**src/rtl/fifo_wr_arbiter.sv**
```systemverilog
// fifo_wr_arbiter: round-robin burst arbiter sharing one async FIFO write port
module fifo_wr_arbiter #(
    parameter int NREQ  = 4,
    parameter int DSIZE = 8,
    parameter int BURST = 4
) (
    input  logic                    wclk,
    input  logic                    wrst,
    input  logic [NREQ-1:0]         req_valid,
    input  logic [NREQ*DSIZE-1:0]   req_data,
    input  logic [NREQ-1:0]         req_last,
    output logic [NREQ-1:0]         req_ready,
    input  logic                    wfull,
    output logic                    winc,
    output logic [DSIZE-1:0]        wdata,
    output logic [$clog2(NREQ)-1:0] grant_id,
    output logic                    busy
);
    localparam int GW = $clog2(NREQ);
    localparam int CW = $clog2(BURST + 1);
    localparam logic [0:0] S_IDLE  = 1'b0;
    localparam logic [0:0] S_BURST = 1'b1;

    logic [0:0]       state_q, state_d;
    logic [GW-1:0]    grant_q, grant_d, last_q, last_d, pick;
    logic [CW-1:0]    cnt_q, cnt_d;
    logic             valid_g, last_g, xfer, done;
    logic [DSIZE-1:0] data_g;

    // nearest valid requester after the previous winner, wrapping NREQ-1 -> 0
    always_comb begin
        pick = last_q;
        for (int k = NREQ; k >= 1; k--) begin
            if (req_valid[GW'((int'(last_q) + k) % NREQ)]) pick = GW'((int'(last_q) + k) % NREQ);
        end
    end

    // route the granted requester's lines to the shared port
    always_comb begin
        valid_g = 1'b0;
        last_g  = 1'b0;
        data_g  = '0;
        for (int i = 0; i < NREQ; i++) begin
            if (grant_q == GW'(i)) begin
                valid_g = req_valid[i];
                last_g  = req_last[i];
                data_g  = req_data[i*DSIZE +: DSIZE];
            end
        end
    end

    assign busy     = state_q == S_BURST;
    assign xfer     = busy & valid_g & ~wfull;
    assign done     = busy & (~valid_g | (xfer & (last_g | cnt_q == CW'(BURST - 1))));
    assign winc     = xfer;
    assign wdata    = busy ? data_g : '0;
    assign grant_id = grant_q;

    // one-hot ready, only for the granted requester and only on a real write
    always_comb begin
        req_ready = '0;
        for (int i = 0; i < NREQ; i++) req_ready[i] = xfer & (grant_q == GW'(i));
    end

    // next state: grant on IDLE->BURST, count words, release on last/terminal/abandon
    always_comb begin
        state_d = busy ? (done ? S_IDLE : S_BURST) : (|req_valid ? S_BURST : S_IDLE);
        grant_d = (!busy && |req_valid) ? pick : grant_q;
        last_d  = done ? grant_q : last_q;
        cnt_d   = (busy && !done) ? (xfer ? cnt_q + CW'(1) : cnt_q) : '0;
    end

    // state registers with synchronous reset
    always_ff @(posedge wclk) begin
        if (wrst) begin
            state_q <= S_IDLE;
            grant_q <= '0;
            last_q  <= GW'(NREQ - 1);
            cnt_q   <= '0;
        end else begin
            state_q <= state_d;
            grant_q <= grant_d;
            last_q  <= last_d;
            cnt_q   <= cnt_d;
        end
    end
endmodule

```
**config.mk**
```make
export PLATFORM = sky130hd
export DESIGN_NAME = fifo_wr_arbiter
export DESIGN_NICKNAME = d
export VERILOG_FILES = /design/src/rtl/fifo_wr_arbiter.sv
export SDC_FILE = /design/constraint.sdc
export NUM_CORES = 1
export LEC_CHECK = 0
export CAP_MARGIN = 40
export CORE_MARGIN = 3
export CORE_UTILIZATION = 33
export CTS_CLUSTER_DIAMETER = 120
export DETAILED_ROUTE_END_ITERATION = 8
export GPL_TIMING_DRIVEN = 0
export PLACE_DENSITY = 0.76
export SYNTH_ARGS = -nofsm -noshare
export SYNTH_HDL_FRONTEND = slang
export SYNTH_SLANG_ARGS = --single-unit
export TNS_END_PERCENT = 30
```
**constraint.sdc**
```tcl
create_clock -name wclk -period 2.2 [get_ports wclk]
set_input_delay 0.44 -clock wclk [delete_from_list [all_inputs] [get_ports wclk]]
set_output_delay 0.44 -clock wclk [all_outputs]
set_load 0.02 [all_outputs]
```
**Word level (Yosys, flattened, before mapping)**

Index checks and enable logic that the tools add are counted.

- Register bits after elaboration: 8
- Input bits: 43
- Word-level logic and storage cells: 69

- Add/sub/neg operators: 5
- Magnitude comparators: 4
- Eq/ne operators: 4
- Muxes and demuxes: 32
- Bitwise logic cells: 13
- Reduce and logical (&&, ||, !) cells: 7

Operators by type and width:

| operator | number |
|---|---|
| 8-bit 2-to-1 mux | 5 |
| 1-bit 2-to-1 mux | 19 |
| 2-bit by 4-bit less-than comparator with 1-bit output, second input constant | 4 |
| 1-bit AND | 8 |
| 1-bit binary-select mux with 2-bit select | 4 |
| 2-bit 2-to-1 mux | 4 |
| 2-bit by 1-bit adder with 2-bit output, second input constant | 2 |
| 2-bit adder, second input constant | 2 |
| 2-bit equality test, second input constant | 2 |
| 4-bit OR reduction | 1 |
| 3-bit by 1-bit adder with 3-bit output, second input constant | 1 |
| 3-bit by 2-bit equality test with 1-bit output, second input constant | 1 |
| 1-bit NOT | 3 |
| 2-bit by 1-bit equality test with 1-bit output, second input constant | 1 |
| 1-bit logical AND | 2 |
| 1-bit zero test | 2 |
| 2-bit zero test | 1 |
| 1-bit bitwise OR | 2 |
| 2-bit OR reduction | 1 |

**Longest topological paths before layout**

- Depth after elaboration: 14
- Mapped depth: 6
- Gate-level depth less buffers: 6

**Worst setup path before layout**

Ideal clock, no wire load.

- Path kind: flip-flop to output port
- Start: register grant_q[0], in the netlist grant_id[0]
- End: output port wdata[3]
- Data arrival time: 1634 ps
- Data required time: 1760 ps
- Slack: 126 ps
- Cell stages (with the launch flop): 5
- Buffers on the path: 2
- Path through: dfxtp_1 buf_2 buf_2 mux4_2 and2_1

- Cells in the longest elaborated chain, start to end: 6

RTL lines:

| element | RTL line | RTL |
|---|---|---|
| start: declaration | 25 | `logic [GW-1:0] grant_q, grant_d, last_q, last_d, pick;` |
| start signal: assignment | 82 | `grant_q <= grant_d;` |
| 2-bit zero test | 44 | `if (grant_q == GW'(i)) begin` |
| 8-bit 2-to-1 mux (3 in series) | 44 |  |
| 8-bit 2-to-1 mux (*) | 44 |  |
| 8-bit 2-to-1 mux (*) | 56 | `assign wdata = busy ? data_g : '0;` |
| end: declaration | 15 | `output logic [DSIZE-1:0] wdata,` |

Mark *: on every way between the ends. The rest lies on a longest branch, timed or not.

**Worst setup path in the final report**

- Start: register grant_q[1], in the netlist grant_id[1]
- End: output port req_ready[3]

- Cells in the longest elaborated chain, start to end: 8

RTL lines:

| element | RTL line | RTL |
|---|---|---|
| 2-bit zero test | 44 |  |
| 1-bit 2-to-1 mux (4 in series) | 44 |  |
| 1-bit AND (2 in series) | 53 | `assign xfer = busy & valid_g & ~wfull;` |
| 1-bit AND (*) | 62 | `for (int i = 0; i < NREQ; i++) req_ready[i] = xfer & (grant_q == GW'(i));` |
| end: declaration | 12 | `output logic [NREQ-1:0] req_ready,` |

Marks and branches as above.

==> run_results.csv <==
group,metric,value,unit
clock_tree,cts.clk_slew.worst_paths,0.06,ns
yosys,synthArstFlopShare,0,%
critical_path,crit_path_start_kind,"register",
timing,timing.final.crit_share,98.4,%
timing,skew,0.00846,ns
final_layout,diodes,0,
floorplanning,die_x,54.6,um
place,port_buffers,58,
clock_tree,worstSkewPairLatency,0.26,ns
timing,max_slew_margin,77.1,%
clock_tree,cts_tree,"yes",
timing,period_minus_slack,2.17,ns
floorplanning,io_pins,59,
critical_path,crit_path_max_fanout,7,
routing,drt_iter0_drc,7,
yosys,synth_nets,129,
timing,setup_viol,0,
critical_path,cp-end-kind,"output port",
power,pwr-share-clk,16.3,%
yosys,syn_area,779,um^2
clock_tree,cts_made_buffers,3,
clock_tree,cts.sinks,8,
place,dp_worst_setup_slack,-0.685,ns
yosys,synth_edf_count,0,
yosys,synth_cell_type_count,31,
yosys,synth_area_leader_cell,"mux4_2",
floorplanning,coreArea,2100,um^2
floorplanning,rows,16,
timing,drv_slew,0,
critical_path,required,1.76,ns
routing,num_vias,918,
floorplanning,die_h,54.6,um
timing,fmax,0.462,GHz
grt,grt.total_usage,17.4,%
clock_tree,cts_hold_buffers,0,
routing,drtPass1Iterations,3,
yosys,ys.warnings.count,0,
flow_run,drv_cap,0,
floorplanning,die_area,2980,um^2
worst_hold_path,hold_path_class,"reg -> reg",
place,gp_congestion,0.791,
status,status,"completed",
final_layout,drive_gt1_share,27.5,%
power,internal-power,476,uW
routing,drc,0,
yosys,avgSynthCellArea,9.28,um^2
power,peakVddDrop,0.334,mV
final_layout,final_nets,200,
grt,grt_pass1_vias,917,
clock_tree,cts-root-buf,"clkbuf_4",
final_layout,synthToLayoutAreaGrowth,87.8,%
power,seqPwrFrac,24.2,%
routing,routedWlPerCell,13.9,um
yosys,ys_top_cells_by_count,"mux4_2, nor2_1, and2_1, dfxtp_1",
yosys,synth_seq_cells,8,
floorplanning,start_util,37.1,%
grt,grt_max_degree,11,
power,switching_share,34.6,%
place,dp.cells,169,
critical_path,arrival,1.73,ns
yosys,yosysSeqAreaShare,20.5,%
timing,tightestPinTransition,0.343,ns
yosys,synth_flop_cell,"dfxtp_1",
clock_tree,cts_buffer_depth,2,
yosys,synth_top_area_share,26.0,%
critical_path,r2r_slack,0.48,ns
critical_path,worstSetupPathType,"reg -> out",
final_layout,fin_cells,180,
timing,setup_slack,0.0348,ns
yosys,synth_area_leaders,"mux4_2, dfxtp_1, and2_1, mux2i_1, nor2_1",
grt,grt_pass1_wl,3780,um
timing,hold_violations,0,
power,p_leak,0.614,nW
timing,timing.setup.tns,0,ns
place,place_hpwl,2010,um
grt,antenna_found_initial,0,
routing,vias_per_cell,5.10,
timing,hold_ws,0.471,ns
yosys,synthCells,84,
power,power_switching,252,uW
power,powerDensity,497,nW/um^2
clock_tree,htreeDepth,1,
power,p_comb_share,59.5,%
routing,final_antenna_net_count,0,
routing,routed_wl,2510,um
grt,grt-ovfl-total,0,
## critical path, stage by stage, from the launching register on
cell and delay (ns):
dfxtp_2 0.34, buf_8 0.11, mux4_2 0.54, nand2_4 0.10, inv_4 0.05, and3_1 0.18, buf_6 0.13
## cell usage in the layout, fill, tap and decap left out, drive strengths merged, types with 3 or more instances in the layout
master	instances
a21oi	6
inv	4
mux2i	4
dfxtp	8
clkdlybuf4s50	41
nor2	9
nand2b	3
mux4	9
nand2	6
o21ai	3
and2	8
clkbuf	9
buf	19
clkdlybuf4s15	3
## per-layer routing
| metal | part of all wire, % | global-route usage [%] | up-vias |
|---|---|---|---|
| met1 | 36 | 17.9 | 426 |
| met4 | 1.2 | 4.98 | 0 |
| met3 | 8.9 | 3.54 | 5 |
| met5 | 0 | 0 | - |
| met2 | 54 | 34.4 | 37 |
| li1 | - | - | 450 |
## state kept, by name, indices dropped and copies added, names as in the netlist
signal    cells
busy          1
cnt_q         3
last_q        2
grant_id      2
## kinds of logic (layout without fill, tap and decap cells)
group | Yosys count | after routing | share of synthesized area (%)
xor gates and xnor gates | 1 | 1 | 1.12
DFF | 8 | 8 | 20.5
and+or+nand+nor | 34 | 34 | 23.3
adders and majority gates | 2 | 2 | 3.21
buffers and inverters | 9 | 78 | 5.78
muxes | 13 | 13 | 31.1
AOI/OAI and AO/OA | 17 | 17 | 14.9
## power by group through the flow
| stage | logic [mW] | clock network, mW | registers (mW) |
|---|---|---|---|
| after global routing | 0.468 | 0.123 | 0.179 |
| after floorplan | 0.216 | 0 | 0.185 |
| after CTS | 0.421 | 0.116 | 0.176 |
| after detailed placement | 0.402 | 0 | 0.178 |
| final | 0.433 | 0.119 | 0.176 |
| after global placement | 0.396 | 0 | 0.177 |
## final timing paths
path	depth (start not counted)	startpoint	to
setup reg to reg	6	grant_id[1]	last_q[0]
setup / recovery	6	grant_id[1]	req_ready[3]
hold / removal	2	cnt_q[1]	cnt_q[1]
hold reg to reg	2	cnt_q[1]	cnt_q[1]
## repair_timing
| action | in CTS | in global routing |
|---|---|---|
| pin swaps | 1 | 1 |
| setup endpoints to repair | 13 | 9 |
| resized for setup | 51 | 13 |
| cloned | 0 | 0 |
| buffers inserted | 4 | 4 |
## through the flow
stage                     utilization (%)  power, mW  area (um^2)
after floorplan                         -      0.402          779
after global placement               66.3      0.574         1390
after detailed placement             66.3      0.579         1390
after CTS                            68.9      0.714         1450
after global routing                 69.6      0.770         1460
final                                69.6      0.728         1460
## area by class of cell
class	count	area (um^2)
Inverter	4	17.5
Sequential cell	8	161
Fill cell	172	638
Timing Repair Buffer	66	597
Clock buffer	3	22.5
Multi-Input combinational cell	67	582
Buffer	5	50.0
Tap cell	27	33.8
Note: power is estimated with default switching activity, not from simulation.
